$ cat config.mk
export PLATFORM = sky130hd
export DESIGN_NAME = router_rd_sched
export DESIGN_NICKNAME = d
export VERILOG_FILES = /design/src/rtl/router_pkg.sv /design/src/rtl/router_skid_buf.sv /design/src/rtl/router_rd_sched.sv
export SDC_FILE = /design/constraint.sdc
export NUM_CORES = 1
export LEC_CHECK = 0
export BUFFER_PORTS_ARGS = -buffer_cell sky130_fd_sc_hd__buf_2
export CORE_ASPECT_RATIO = 0.5
export CORE_UTILIZATION = 30
export CTS_CLUSTER_SIZE = 8
export DETAILED_ROUTE_END_ITERATION = 12
export GPL_TIMING_DRIVEN = 1
export PLACE_DENSITY_LB_ADDON = 0.12
export SYNTH_ARGS = -nofsm -noshare
export SYNTH_HDL_FRONTEND = slang
export SYNTH_SLANG_ARGS = --single-unit
export TNS_END_PERCENT = 30
$ cat constraint.sdc
create_clock -name clk -period 3.6 [get_ports clk]
set_clock_uncertainty 0.15 [all_clocks]
set_input_delay 0.36 -clock clk [delete_from_list [all_inputs] [get_ports clk]]
set_output_delay 0.36 -clock clk [all_outputs]
set_load 0.1 [all_outputs]
$ cat src/rtl/router_pkg.sv
// Shared types and constants for the router read-side scheduler.
// No logic of its own; imported by the scheduler and its skid buffer.
// Header byte layout is {len[5:0], addr[1:0]}.
package router_pkg;

    typedef enum logic [2:0] {
        ST_ARB,
        ST_HDR,
        ST_LEN,
        ST_BODY,
        ST_FLUSH
    } rd_state_t;

    localparam logic [1:0] GRANT_NONE = 2'd3;

    localparam int LEN_MSB  = 7;
    localparam int LEN_LSB  = 2;
    localparam int ADDR_MSB = 1;

    typedef struct packed {
        logic       sop;
        logic       eop;
        logic [7:0] dat;
    } skid_ent_t;

    // Round-robin successor over the three ports.
    function automatic logic [1:0] port_next(input logic [1:0] p);
        return (p == 2'd2) ? 2'd0 : p + 2'd1;
    endfunction

endpackage

$ cat src/rtl/router_skid_buf.sv
// Two-entry egress buffer holding {sop, eop, data} tagged bytes.
// Latency: a pushed byte is visible on the output the following cycle.
// Backpressure: output holds while not ready; the caller's credit scheme keeps pushes within capacity.
module router_skid_buf
    import router_pkg::*;
(
    input  logic       clk,
    input  logic       resetn,
    input  logic       i_push_vld,
    input  skid_ent_t  i_push_dat,
    output logic       o_out_vld,
    input  logic       i_out_rdy,
    output skid_ent_t  o_out_dat,
    output logic [1:0] o_count
);

    skid_ent_t  r_mem [2];
    logic       r_wptr;
    logic       r_rptr;
    logic [1:0] r_count;

    logic w_pop;
    logic w_push;

    assign w_pop  = o_out_vld & i_out_rdy;
    assign w_push = i_push_vld & ((r_count != 2'd2) | w_pop);

    always_ff @(posedge clk or negedge resetn) begin
        if (!resetn) begin
            r_mem[0] <= '0;
            r_mem[1] <= '0;
            r_wptr   <= 1'b0;
            r_rptr   <= 1'b0;
            r_count  <= 2'd0;
        end else begin
            if (w_push) begin
                r_mem[r_wptr] <= i_push_dat;
                r_wptr        <= ~r_wptr;
            end
            if (w_pop) begin
                r_rptr <= ~r_rptr;
            end
            case ({w_push, w_pop})
                2'b10:   r_count <= r_count + 2'd1;
                2'b01:   r_count <= r_count - 2'd1;
                default: r_count <= r_count;
            endcase
        end
    end

    assign o_out_vld = (r_count != 2'd0);
    assign o_out_dat = r_mem[r_rptr];
    assign o_count   = r_count;

endmodule

$ cat src/rtl/router_rd_sched.sv
// Packet-granular round-robin drain of the router's three output ports onto one byte stream.
// Latency: vld_out rise to first egress byte is 3 cycles; one LEN bubble per packet, then 1 byte/cycle.
// Backpressure: m_ready low stops reads via skid credit; ROUTER_RD_PARITY_EN adds par_err checking.
module router_rd_sched
    import router_pkg::*;
#(
    parameter int STALL_LIMIT = 24
) (
    input  logic       clk,
    input  logic       resetn,
    input  logic       vld_out_0,
    input  logic       vld_out_1,
    input  logic       vld_out_2,
    input  logic [7:0] data_out_0,
    input  logic [7:0] data_out_1,
    input  logic [7:0] data_out_2,
    output logic       read_enb_0,
    output logic       read_enb_1,
    output logic       read_enb_2,
    output logic [7:0] m_data,
    output logic       m_valid,
    input  logic       m_ready,
    output logic       m_sop,
    output logic       m_eop,
    output logic [1:0] grant,
    output logic       abort
`ifdef ROUTER_RD_PARITY_EN
    ,
    output logic       par_err
`endif
);

    localparam int SW = $clog2(STALL_LIMIT + 1);

    rd_state_t   r_state;
    logic [1:0]  r_grant;
    logic [1:0]  r_rr_ptr;
    logic [6:0]  r_remain;
    logic [SW-1:0] r_stall_cnt;
    logic        r_inflight;
    logic        r_inflight_sop;
    logic        r_inflight_eop;
    logic        r_abort;

    rd_state_t   w_state_nxt;
    logic [1:0]  w_grant_nxt;
    logic [1:0]  w_rr_nxt;
    logic [6:0]  w_remain_nxt;
    logic [SW-1:0] w_stall_nxt;
    logic        w_abort_nxt;
    logic        w_rd;
    logic        w_rd_sop;
    logic        w_rd_eop;

    logic [2:0]  w_vld;
    logic        w_gvld;
    logic [7:0]  w_port_dat;
    logic [1:0]  w_c0, w_c1, w_c2;
    logic        w_arb_hit;
    logic [1:0]  w_arb_port;
    logic [5:0]  w_len;

    logic        w_skid_vld;
    skid_ent_t   w_head;
    skid_ent_t   w_push_ent;
    logic [1:0]  w_occ;
    logic        w_pop;
    logic [2:0]  w_level;
    logic        w_credit;

    assign w_vld = {vld_out_2, vld_out_1, vld_out_0};

    always_comb begin
        w_gvld     = 1'b0;
        w_port_dat = 8'd0;
        case (r_grant)
            2'd0: begin w_gvld = vld_out_0; w_port_dat = data_out_0; end
            2'd1: begin w_gvld = vld_out_1; w_port_dat = data_out_1; end
            2'd2: begin w_gvld = vld_out_2; w_port_dat = data_out_2; end
            default: begin w_gvld = 1'b0; w_port_dat = 8'd0; end
        endcase
    end

    assign w_c0 = r_rr_ptr;
    assign w_c1 = port_next(w_c0);
    assign w_c2 = port_next(w_c1);

    always_comb begin
        w_arb_hit  = 1'b1;
        w_arb_port = w_c0;
        if (w_vld[w_c0]) begin
            w_arb_port = w_c0;
        end else if (w_vld[w_c1]) begin
            w_arb_port = w_c1;
        end else if (w_vld[w_c2]) begin
            w_arb_port = w_c2;
        end else begin
            w_arb_hit  = 1'b0;
            w_arb_port = GRANT_NONE;
        end
    end

    // A read lands in the skid next cycle, so count it against space now.
    assign w_pop    = w_skid_vld & m_ready;
    assign w_level  = {1'b0, w_occ} - {2'b00, w_pop} + {2'b00, r_inflight};
    assign w_credit = (w_level < 3'd2);
    assign w_len    = w_port_dat[LEN_MSB:LEN_LSB];

    always_comb begin
        w_state_nxt  = r_state;
        w_grant_nxt  = r_grant;
        w_rr_nxt     = r_rr_ptr;
        w_remain_nxt = r_remain;
        w_stall_nxt  = r_stall_cnt;
        w_abort_nxt  = 1'b0;
        w_rd         = 1'b0;
        w_rd_sop     = 1'b0;
        w_rd_eop     = 1'b0;
        case (r_state)
            ST_ARB: begin
                if (w_arb_hit) begin
                    w_grant_nxt = w_arb_port;
                    w_state_nxt = ST_HDR;
                end
            end
            ST_HDR: begin
                if (w_gvld && w_credit) begin
                    w_rd        = 1'b1;
                    w_rd_sop    = 1'b1;
                    w_state_nxt = ST_LEN;
                end
            end
            ST_LEN: begin
                if (r_inflight) begin
                    w_remain_nxt = {1'b0, w_len} + 7'd1;
                    w_stall_nxt  = '0;
                    w_state_nxt  = ST_BODY;
                end
            end
            ST_BODY: begin
                if (w_gvld) begin
                    w_stall_nxt = '0;
                    if (w_credit) begin
                        w_rd         = 1'b1;
                        w_remain_nxt = r_remain - 7'd1;
                        if (r_remain == 7'd1) begin
                            w_rd_eop    = 1'b1;
                            w_state_nxt = ST_FLUSH;
                        end
                    end
                end else if (r_stall_cnt == SW'(STALL_LIMIT - 1)) begin
                    // Abandon the packet: already-buffered bytes still drain, untagged.
                    w_abort_nxt = 1'b1;
                    w_stall_nxt = '0;
                    w_rr_nxt    = port_next(r_grant);
                    w_grant_nxt = GRANT_NONE;
                    w_state_nxt = ST_ARB;
                end else begin
                    w_stall_nxt = r_stall_cnt + SW'(1);
                end
            end
            ST_FLUSH: begin
                if (w_pop && w_head.eop) begin
                    w_rr_nxt    = port_next(r_grant);
                    w_grant_nxt = GRANT_NONE;
                    w_state_nxt = ST_ARB;
                end
            end
            default: begin
                w_grant_nxt = GRANT_NONE;
                w_state_nxt = ST_ARB;
            end
        endcase
    end

    always_ff @(posedge clk or negedge resetn) begin
        if (!resetn) begin
            r_state        <= ST_ARB;
            r_grant        <= GRANT_NONE;
            r_rr_ptr       <= 2'd0;
            r_remain       <= 7'd0;
            r_stall_cnt    <= '0;
            r_inflight     <= 1'b0;
            r_inflight_sop <= 1'b0;
            r_inflight_eop <= 1'b0;
            r_abort        <= 1'b0;
        end else begin
            r_state        <= w_state_nxt;
            r_grant        <= w_grant_nxt;
            r_rr_ptr       <= w_rr_nxt;
            r_remain       <= w_remain_nxt;
            r_stall_cnt    <= w_stall_nxt;
            r_inflight     <= w_rd;
            r_inflight_sop <= w_rd_sop;
            r_inflight_eop <= w_rd_eop;
            r_abort        <= w_abort_nxt;
        end
    end

    assign w_push_ent.sop = r_inflight_sop;
    assign w_push_ent.eop = r_inflight_eop;
    assign w_push_ent.dat = w_port_dat;

    router_skid_buf u_skid (
        .clk        (clk),
        .resetn     (resetn),
        .i_push_vld (r_inflight),
        .i_push_dat (w_push_ent),
        .o_out_vld  (w_skid_vld),
        .i_out_rdy  (m_ready),
        .o_out_dat  (w_head),
        .o_count    (w_occ)
    );

    assign read_enb_0 = w_rd && (r_grant == 2'd0);
    assign read_enb_1 = w_rd && (r_grant == 2'd1);
    assign read_enb_2 = w_rd && (r_grant == 2'd2);

    assign m_valid = w_skid_vld;
    assign m_data  = w_head.dat;
    assign m_sop   = w_skid_vld & w_head.sop;
    assign m_eop   = w_skid_vld & w_head.eop;
    assign grant   = r_grant;
    assign abort   = r_abort;

`ifdef ROUTER_RD_PARITY_EN
    logic [7:0] r_xor;
    logic       r_par_bad;
    logic       w_par_err;

    // Only one eop byte can sit in the skid at a time, so a single flag suffices.
    assign w_par_err = r_par_bad & m_valid & m_eop;

    always_ff @(posedge clk or negedge resetn) begin
        if (!resetn) begin
            r_xor     <= 8'd0;
            r_par_bad <= 1'b0;
        end else begin
            if (r_inflight && r_inflight_sop) begin
                r_xor <= w_port_dat;
            end else if (r_inflight && !r_inflight_eop) begin
                r_xor <= r_xor ^ w_port_dat;
            end
            if (r_inflight && r_inflight_eop) begin
                r_par_bad <= (r_xor != w_port_dat);
            end else if (w_par_err) begin
                r_par_bad <= 1'b0;
            end
        end
    end

    assign par_err = w_par_err;
`endif

endmodule

==> results of run 1 <==
-- routing by layer --
| metal | GRT usage (%) | wire (um) |
|---|---|---|
| met1 | 19.8 | 3150 |
| met4 | 4.63 | 64 |
| met3 | 3.58 | 284 |
| met5 | 0 | 0 |
| met2 | 23.2 | 2800 |
-- per-stage QoR --
stage / instance area [um^2] / worst slack, ns
finish: 3190 / 0.341
global route: 3190 / 0.0396
CTS: 3180 / 0.264
detailed placement: 3050 / 0.582
global placement: 3050 / 0.684
floorplan: 2710 / 0.0284
-- Yosys cell counts, drive strengths merged (2+ instances only) --
cell     number  area share (%)
dfrtp        45              42
nor2         32             4.5
o21ai        22             4.1
mux2         20             8.4
nand2        19             2.7
a21oi        18             3.4
mux2i        11             4.1
inv           8             1.1
buf           6             1.7
clkbuf        6            0.84
nor2b         6             1.4
nor3          6             1.1
xnor2         6             2.0
ha            5             2.3
xor2          5             1.6
a31oi         4            0.94
o2bb2ai       4             1.8
a211oi        3            0.84
and2          3            0.70
nand2b        3            0.70
nand3         3            0.56
nand3b        3            0.98
nor3b         3             1.0
o22a          3            0.98
a2bb2oi       2            0.89
and3          2            0.47
dfstp         2             2.0
nand4         2            0.47
nor4          2            0.47
o32a          2            0.75
or3           2            0.47
-- worst max path at each step --
stage,endpoint,slack (ns),cells after the start,startpoint
6_report,read_enb_0,0.34,10,u_skid.o_count[1]$_DFFE_PN0P_
3_3_place_gp,read_enb_2,0.68,10,u_skid.o_count[1]$_DFFE_PN0P_
4_1_cts,read_enb_1,0.26,11,u_skid.o_count[1]$_DFFE_PN0P_
2_1_floorplan,read_enb_2,0.03,8,u_skid.o_count[1]$_DFFE_PN0P_
5_1_grt,read_enb_1,0.04,11,u_skid.o_count[1]$_DFFE_PN0P_
3_5_place_dp,read_enb_1,0.58,11,u_skid.o_count[1]$_DFFE_PN0P_
-- kinds of logic (layout without fill, tap and decap cells) --
kind of cell / after synthesis / count (layout) / share of synthesized area (%)
multiplexers: 31 / 31 / 12.6
flip-flops: 47 / 47 / 44.2
adder cells (fa/ha/maj): 6 / 6 / 3.09
AO/OA/AOI/OAI: 66 / 66 / 16.1
XOR/XNOR: 11 / 11 / 3.61
AND/OR/NAND/NOR: 90 / 90 / 16.8
buffers and inverters: 20 / 66 / 3.66
-- flip-flops by register name, indices dropped and copies added (netlist names) --
signal / cells
u_skid.r_mem: 20
r_rr_ptr: 2
r_stall_cnt: 5
r_state: 3
u_skid.o_count: 2
r_inflight_sop: 1
r_inflight: 1
r_remain: 7
grant: 2
abort: 1
u_skid.r_rptr: 1
u_skid.r_wptr: 1
r_inflight_eop: 1
-- final cells by class --
| class | instances | area [um^2] | area share, % |
|---|---|---|---|
| Clock buffer | 8 | 136 | 4.28 |
| Inverter | 8 | 33.8 | 1.06 |
| Multi-Input combinational cell | 204 | 1430 | 44.9 |
| Sequential cell | 47 | 1180 | 37.1 |
| Tap cell | 112 | 140 | 4.40 |
| Timing Repair Buffer | 50 | 265 | 8.32 |
-- where the power goes --
part / internal [W] / leakage, nW / switching (W)
combinational: 0.000577 / 0.796 / 0.00130
sequential: 0.000747 / 0.599 / 0.000229
clock: 0.000259 / 0.0652 / 0.000193
==> impl_metrics.env, run 1 <==
export IMPL_globalplace_congestion=0.766
export IMPL_number_of_different_library_cells_in_the_post_synthesis_netlist=52
export IMPL_fillers=829
export IMPL_cts_repair_resize_count=0
export IMPL_first_pass_iters=4
export IMPL_tritoncts_num_buffers=5
export IMPL_grt_first_pass_wirelength_mm=10.1
export IMPL_number_of_nets_in_the_layout=352
export IMPL_ys_seq_area_share_pct=44.2
export IMPL_synthesis_instances=271
export IMPL_number_of_flip_flops_and_latches_in_the_synthesized_netlist=47
export IMPL_fp_coreArea_um2=8320
export IMPL_syn_mean_instance_area_um2=9.85
export IMPL_synth_flop_cell="sky130_fd_sc_hd__dfrtp_1"
export IMPL_synth_net_count=307
export IMPL_share_of_flip_flops_with_an_asynchronous_set_or_reset_pct=100
export IMPL_wl_per_cell_um=14.7
export IMPL_rsz0062_at_grt="false"
export IMPL_final_period_utilization_pct=90.5
export IMPL_timing_worst_setup_path_type="reg -> out"
export IMPL_vias=2126
export IMPL_initial_utilization_pct=32.1
export IMPL_row_count=23
export IMPL_relSlewSlack_pct=28.3
export IMPL_cts_sinks=47
export IMPL_drc=0
export IMPL_tritoncts="yes"
export IMPL_synthesis_yosys_warnings=0
export IMPL_critPathMaxFanout=5
export IMPL_drt_vias_per_instance=4.96
export IMPL_die_x_um=135
export IMPL_r2r_slack_ns=0.79
export IMPL_placement_io_buffers=46
export IMPL_dr_first_iter_drc_count=53
export IMPL_crit_reg2reg_launch="u_skid.o_count[1]$_DFFE_PN0P_"
export IMPL_total_leakage_power_nw=1.46
export IMPL_count_of_flip_flops_with_a_built_in_enable_after_synthesis=0
export IMPL_hold_ws_ns=0.125
export IMPL_globalRouteOverflowTotal=0
export IMPL_timing_final_crit_period_ns=3.26
export IMPL_stdcell_count=429
export IMPL_count_of_buffer_and_inverter_cells_on_the_critical_path=2
export IMPL_crit_path_end_kind="output port"
export IMPL_wirelength_mm=6.30
export IMPL_syn_to_final_growth_pct=19.4
export IMPL_dpl_cell_count=421
export IMPL_cp_data_required_time_ns=3.09
export IMPL_setup_viol_count_final=0
export IMPL_fin_util_pct=38.3
export IMPL_layout_cells_most_common="sky130_fd_sc_hd__buf_2"
export IMPL_report_final_slew_viol_count=0
export IMPL_antenna_diode_count=0
export IMPL_ir_drop_uv=586
export IMPL_clk_latency_ns=0.29
export IMPL_cp_slowest_stage_delay_ns=0.45
export IMPL_final_hold_violation_count=0
export IMPL_first_global_vias=2012
export IMPL_cts_path_max_buffers=2
export IMPL_worstHoldPathType="in -> async"
export IMPL_timing_critical_path_cells="nor2_4 > clkinvlp_4 > nand2_2 > nor2_2 > o21ai_1 > fa_2 > xnor2_1 > nand4_1 > nor3_4 > buf_2"
export IMPL_detailed_place_hpwl_mm=4.63
export IMPL_cellPowerDensity_nw_per_um2=1040
export IMPL_die_height_um=68.7
export IMPL_i_o_pin_total=47
export IMPL_post_cts_repair_setup_buffers=0
export IMPL_slowest_stage="sky130_fd_sc_hd__dfrtp_2"
export IMPL_number_of_antenna_violations_at_the_first_check_in_global_routing=0
export IMPL_cts_reportedPaths_clkPinSlew_ns=0.06
export IMPL_antenna_left=0
export IMPL_cp_top_family="simple AND/OR/NAND/NOR gates"
export IMPL_mostFrequentLayoutCells="sky130_fd_sc_hd__buf_2 (44), sky130_fd_sc_hd__dfrtp_1 (43), sky130_fd_sc_hd__nor2_1 (30)"
export IMPL_max_freq_ghz=0.307
export IMPL_grtUsageTotal_pct=14.6
export IMPL_r2r_worst_path_cells=12
export IMPL_syn_cell_area_um2=2670
export IMPL_setup_worst_path_start_class="flip-flop"
export IMPL_totalNegativeSetupSlack_ns=0
export IMPL_worst_endpoint_arrival_ns=2.75
export IMPL_max_cap_viol_count=0
export IMPL_die_area_um2=9300
export IMPL_maximum_number_of_pins_on_one_net_before_global_route_repair=48
export IMPL_finalPower_w=0.00331
export IMPL_tightestPinTransition_ns=1.08
export IMPL_post_route_cells_drive_above_1_share_pct=29.3
export IMPL_clock_root_buffer="sky130_fd_sc_hd__clkbuf_16"
export IMPL_outcome="complete, no violations"
export IMPL_cts_hold_buffers=0
export IMPL_cts_htree_levels=2
export IMPL_reg2reg_to="r_remain[0]$_DFFE_PN0P_"
Power figures use the tool's default switching activity.
==> run 2: changes to the inputs <==
--- a/config.mk
+++ b/config.mk
@@ -10,7 +10,7 @@
 export CORE_UTILIZATION = 30
 export CTS_CLUSTER_SIZE = 8
 export DETAILED_ROUTE_END_ITERATION = 12
-export GPL_TIMING_DRIVEN = 1
+export GPL_TIMING_DRIVEN = 0
 export PLACE_DENSITY_LB_ADDON = 0.12
 export SYNTH_ARGS = -nofsm -noshare
 export SYNTH_HDL_FRONTEND = slang
==> impl_metrics.env, run 2 (synthesis results as in run 1) <==
export IMPL_fillers=833
export IMPL_setup_viol_count_final=0
export IMPL_globalRouteOverflowTotal=0
export IMPL_die_area_um2=9300
export IMPL_worst_endpoint_arrival_ns=2.78
export IMPL_ir_drop_uv=715
export IMPL_timing_final_crit_period_ns=3.29
export IMPL_post_route_cells_drive_above_1_share_pct=29.8
export IMPL_internal_power_w=0.00165
export IMPL_globalplace_congestion=0.793
export IMPL_seq_power_share_pct=27.2
export IMPL_hold_ws_ns=0.117
export IMPL_cp_startpoint="u_skid.o_count[1]$_DFFE_PN0P_"
export IMPL_grtUsageTotal_pct=14.7
export IMPL_syn_to_final_growth_pct=21.4
export IMPL_first_global_vias=2110
export IMPL_tritoncts="yes"
export IMPL_mostFrequentLayoutCells="sky130_fd_sc_hd__buf_2 (49), sky130_fd_sc_hd__dfrtp_1 (43), sky130_fd_sc_hd__nor2_1 (30)"
export IMPL_totalNegativeSetupSlack_ns=0
export IMPL_power_switching_w=0.00174
export IMPL_worstHoldPathType="in -> async"
export IMPL_max_freq_ghz=0.304
export IMPL_tightestPinTransition_ns=1.06
export IMPL_cellPowerDensity_nw_per_um2=1050
export IMPL_reg2reg_to="r_remain[0]$_DFFE_PN0P_"
export IMPL_layout_cells_most_common="sky130_fd_sc_hd__buf_2"
export IMPL_first_pass_iters=4
export IMPL_outcome="complete, no violations"
export IMPL_largest_register_ffs=20
export IMPL_die_height_um=68.7
export IMPL_cts_repair_resize_count=0
export IMPL_maximum_number_of_pins_on_one_net_before_global_route_repair=48
export IMPL_tritoncts_num_buffers=5
export IMPL_relSlewSlack_pct=29.5
export IMPL_timing_worst_setup_path_type="reg -> out"
export IMPL_cts_hold_buffers=0
export IMPL_wirelength_mm=6.36
export IMPL_cp_data_required_time_ns=3.09
export IMPL_antenna_diode_count=0
export IMPL_drc=0
export IMPL_r2r_worst_path_cells=12
export IMPL_i_o_pin_total=47
export IMPL_r2r_slack_ns=0.76
export IMPL_number_of_antenna_violations_at_the_first_check_in_global_routing=0
export IMPL_setup_worst_path_start_class="flip-flop"
export IMPL_grt_first_pass_wirelength_mm=10.3
export IMPL_dr_first_iter_drc_count=89
export IMPL_clk_latency_ns=0.29
export IMPL_antenna_left=0
export IMPL_initial_utilization_pct=32.1
export IMPL_report_final_slew_viol_count=0
export IMPL_switching_share_pct=51.4
export IMPL_crit_reg2reg_launch="u_skid.o_count[1]$_DFFE_PN0P_"
export IMPL_max_cap_viol_count=0
export IMPL_placement_io_buffers=46
export IMPL_critical_path_endpoint="read_enb_1"
export IMPL_number_of_nets_in_the_layout=360
export IMPL_power_clock_fraction_pct=14.5
export IMPL_row_count=23
export IMPL_layout_top_registers="u_skid.r_mem x20, r_remain x7, r_stall_cnt x5"
export IMPL_drt_vias_per_instance=5.01
export IMPL_total_leakage_power_nw=1.49
export IMPL_wl_per_cell_um=14.6
export IMPL_critPathMaxFanout=5
export IMPL_die_x_um=135
export IMPL_cts_sinks=47
export IMPL_crit_path_end_kind="output port"
export IMPL_final_period_utilization_pct=91.4
export IMPL_rsz0062_at_grt="false"
export IMPL_post_cts_repair_setup_buffers=0
export IMPL_cts_path_max_buffers=2
export IMPL_vias=2191
export IMPL_cts_htree_levels=2
export IMPL_detailed_place_hpwl_mm=4.84
export IMPL_largest_register="u_skid.r_mem"
export IMPL_cts_reportedPaths_clkPinSlew_ns=0.07
export IMPL_fp_coreArea_um2=8320
export IMPL_final_hold_violation_count=0
export IMPL_pwr_share_comb_pct=58.2
export IMPL_clock_root_buffer="sky130_fd_sc_hd__clkbuf_16"
==> run 2: changes by cell type in the layout (fill, tap and decap cells not counted), sizes merged <==
| cell | delta |
|---|---|
| buf | +4 |
| clkbuf | +4 |
==> run 2: layer usage <==
layer	share of wire (%)	global-route usage, %	vias to the layer above
li1	-	-	1072
met1	50	19.7	1065
met2	44	23.1	49
met3	5.2	3.95	5
met4	0.91	5.06	0
met5	0	0	-
==> run 2: critical path, stage by stage (launching register included) <==
cell	delay, ns
sky130_fd_sc_hd__dfrtp_2	0.47
sky130_fd_sc_hd__nor2_4	0.18
sky130_fd_sc_hd__clkinvlp_4	0.11
sky130_fd_sc_hd__nand2_2	0.10
sky130_fd_sc_hd__nor2_2	0.06
sky130_fd_sc_hd__fa_2	0.38
sky130_fd_sc_hd__xnor2_1	0.20
sky130_fd_sc_hd__nand4_1	0.29
sky130_fd_sc_hd__inv_1	0.15
sky130_fd_sc_hd__and2_1	0.13
sky130_fd_sc_hd__buf_2	0.42
==> run 2: metrics by stage <==
stage               instance area [um^2]  utilization [%]  setup WS, ns  std cells  total power [W]
detailed placement                  3080             37.1         0.568        429          0.00292
CTS                                 3240             38.9         0.246        437          0.00342
global route                        3240             38.9         0.117        437          0.00363
floorplan                           2710                -        0.0284        271          0.00253
finish                              3240             38.9         0.308        437          0.00339
global placement                    3080             37.1         0.572        429          0.00289
==> run 2: power by group through the flow <==
stage               registers [W]  clock network, W  logic (W)
floorplan                0.000975                 0    0.00156
global placement         0.000919                 0    0.00197
CTS                      0.000923          0.000506    0.00199
detailed placement       0.000932                 0    0.00199
global route             0.000958          0.000528    0.00214
finish                   0.000923          0.000492    0.00197
==> run 2: how the worst min path moves through the flow <==
stage	to	start	cells past startpoint
finish	r_remain[6]$_DFFE_PN0P_	resetn	1
global route	u_skid.r_mem[17]$_DFFE_PN0P_	resetn	1
CTS	u_skid.r_mem[17]$_DFFE_PN0P_	resetn	1
detailed placement	u_skid.r_mem[1]$_DFFE_PN0P_	u_skid.r_mem[1]$_DFFE_PN0P_	2
global placement	u_skid.r_mem[6]$_DFFE_PN0P_	u_skid.r_mem[6]$_DFFE_PN0P_	2
floorplan	abort$_DFF_PN0_	resetn	0
==> run 2: cell type report <==
| cell class | instances | area, um^2 | share of cell area [%] |
|---|---|---|---|
| flip-flops and latches | 47 | 1180 | 36.5 |
| clock buffers | 8 | 156 | 4.83 |
| plain buffers | 12 | 67.6 | 2.09 |
| well taps | 112 | 140 | 4.33 |
| inverters | 8 | 33.8 | 1.04 |
| repair buffers | 46 | 230 | 7.11 |
| multi-input cells | 204 | 1430 | 44.1 |
==> run 3: changes to the inputs <==
--- a/config.mk
+++ b/config.mk
@@ -11,7 +11,7 @@
 export CTS_CLUSTER_SIZE = 8
 export DETAILED_ROUTE_END_ITERATION = 12
 export GPL_TIMING_DRIVEN = 0
-export PLACE_DENSITY_LB_ADDON = 0.12
+export PLACE_DENSITY_LB_ADDON = 0.3
 export SYNTH_ARGS = -nofsm -noshare
 export SYNTH_HDL_FRONTEND = slang
 export SYNTH_SLANG_ARGS = --single-unit
==> impl_metrics.env, run 3 (synthesis results as in run 1) <==
export IMPL_largest_register="u_skid.r_mem"
export IMPL_die_height_um=68.7
export IMPL_layout_top_registers="u_skid.r_mem x20, r_remain x7, r_stall_cnt x5"
export IMPL_setup_worst_path_start_class="flip-flop"
export IMPL_timing_final_crit_period_ns=3.30
export IMPL_grt_first_pass_wirelength_mm=10.8
export IMPL_post_cts_repair_setup_buffers=0
export IMPL_setup_viol_count_final=0
export IMPL_layout_area_seq_um2=1180
export IMPL_row_count=23
export IMPL_largest_register_ffs=20
export IMPL_cts_path_max_buffers=2
export IMPL_totalNegativeSetupSlack_ns=0
export IMPL_clock_root_buffer="sky130_fd_sc_hd__clkbuf_16"
export IMPL_fin_ws_ns=0.297
export IMPL_max_cap_viol_count=0
export IMPL_post_route_cells_drive_above_1_share_pct=29.8
export IMPL_maximum_number_of_pins_on_one_net_before_global_route_repair=48
export IMPL_tritoncts="yes"
export IMPL_number_of_nets_in_the_layout=360
export IMPL_hold_ws_ns=0.0974
export IMPL_dr_first_iter_drc_count=133
export IMPL_outcome="complete, no violations"
export IMPL_detailed_place_hpwl_mm=4.94
export IMPL_mostFrequentLayoutCells="sky130_fd_sc_hd__buf_2 (47), sky130_fd_sc_hd__dfrtp_1 (43), sky130_fd_sc_hd__nor2_1 (30)"
export IMPL_first_global_vias=2151
export IMPL_timing_worst_setup_path_type="reg -> out"
export IMPL_clk_latency_ns=0.29
export IMPL_grt_busiest_layer="met2"
export IMPL_final_hold_violation_count=0
export IMPL_vias=2250
export IMPL_cts_reportedPaths_clkPinSlew_ns=0.07
export IMPL_grt_use_met1_pct=20.1
export IMPL_cts_htree_levels=2
export IMPL_antenna_diode_count=0
export IMPL_wirelength_mm=6.59
export IMPL_detailedPlace_worstSlack_ns=0.556
export IMPL_critPathMaxFanout=5
export IMPL_worstHoldPathType="in -> async"
export IMPL_groute_layer_met3_usage_pct=3.29
export IMPL_multi_input_logic_area_um2=1430
export IMPL_drc=0
export IMPL_die_x_um=135
export IMPL_tritoncts_num_buffers=5
export IMPL_drt_vias_per_instance=5.15
export IMPL_number_of_antenna_violations_at_the_first_check_in_global_routing=0
export IMPL_grtUsageTotal_pct=15.1
export IMPL_first_pass_iters=4
export IMPL_syn_to_final_growth_pct=21.4
export IMPL_fp_coreArea_um2=8320
export IMPL_antenna_left=0
export IMPL_dpl_cell_count=429
export IMPL_fillers=803
export IMPL_initial_utilization_pct=32.1
export IMPL_rsz0062_at_grt="false"
export IMPL_crit_path_end_kind="output port"
export IMPL_die_area_um2=9300
export IMPL_report_final_slew_viol_count=0
export IMPL_globalRouteOverflowTotal=0
export IMPL_relSlewSlack_pct=30.9
export IMPL_tightestPinTransition_ns=1.04
export IMPL_globalplace_congestion=0.839
export IMPL_final_period_utilization_pct=91.8
export IMPL_max_freq_ghz=0.303
export IMPL_layout_cells_most_common="sky130_fd_sc_hd__buf_2"
export IMPL_worst_endpoint_arrival_ns=2.79
export IMPL_stdcell_count=437
export IMPL_wl_per_cell_um=15.1
export IMPL_i_o_pin_total=47
export IMPL_cts_sinks=47
export IMPL_grt_met2_usage_pct=25.3
export IMPL_cp_data_required_time_ns=3.09
export IMPL_placement_io_buffers=46
==> run 3: worst paths after layout <==
check | from | to | slack (ns) | cells after the start
max | u_skid.o_count[1]$_DFFE_PN0P_ | read_enb_0 | 0.30 | 9
min | resetn | r_remain[2]$_DFFE_PN0P_ | 0.1 | 1
max reg2reg | u_skid.o_count[1]$_DFFE_PN0P_ | r_remain[6]$_DFFE_PN0P_ | 0.73 | 12
min reg2reg | r_stall_cnt[4]$_DFFE_PN0P_ | r_stall_cnt[4]$_DFFE_PN0P_ | 0.33 | 1
max in group asynchronous | resetn | u_skid.o_count[0]$_DFFE_PN0P_ | 2.48 | 1
min in group clk | data_out_1[1] | u_skid.r_mem[11]$_DFFE_PN0P_ | 0.25 | 3
==> run 3: worst max-delay path: stages (launching register included) <==
cell and delay (ns):
sky130_fd_sc_hd__dfrtp_2 0.47, sky130_fd_sc_hd__nor2_4 0.18, sky130_fd_sc_hd__clkinvlp_4 0.11, sky130_fd_sc_hd__nand2_2 0.10, sky130_fd_sc_hd__nor2_2 0.06, sky130_fd_sc_hd__fa_2 0.38, sky130_fd_sc_hd__xnor2_1 0.24, sky130_fd_sc_hd__nand4_1 0.31
sky130_fd_sc_hd__nor3_4 0.19, sky130_fd_sc_hd__buf_2 0.45
==> run 3: per-stage QoR <==
step | cell area [um^2] | utilization [%]
2_1_floorplan | 2710 | -
3_3_place_gp | 3080 | 37.1
3_5_place_dp | 3080 | 37.1
4_1_cts | 3230 | 38.9
5_1_grt | 3240 | 38.9
6_report | 3240 | 38.9
==> run 3: layout make-up <==
type / count / share of cell area, %
clock buffer: 7 / 4.40
inverter: 8 / 1.04
clock inverter: 1 / 0.270
timing repair buffer: 46 / 7.26
tap: 112 / 4.33
sequential: 47 / 36.5
buffer: 12 / 2.09
multi-input combinational: 204 / 44.1
==> run 3: metal layers <==
layer  routed length, um  share of wire (%)  vias to the layer above
li1                    -                  -                     1075
met1                3120                 47                     1111
met2                3140                 48                       55
met3                 254                3.9                        9
met4                  68                1.0                        0
met5                   0                  0                        -
==> run 3: timing repair <==
action                     in CTS  in global routing
hold buffers                    0                  0
setup endpoints to repair       0                  2
resized for setup               0                  2
Power of run 3 is not shown: default switching activity piles up to over one toggle a cycle in this logic, so the estimate is an artifact.
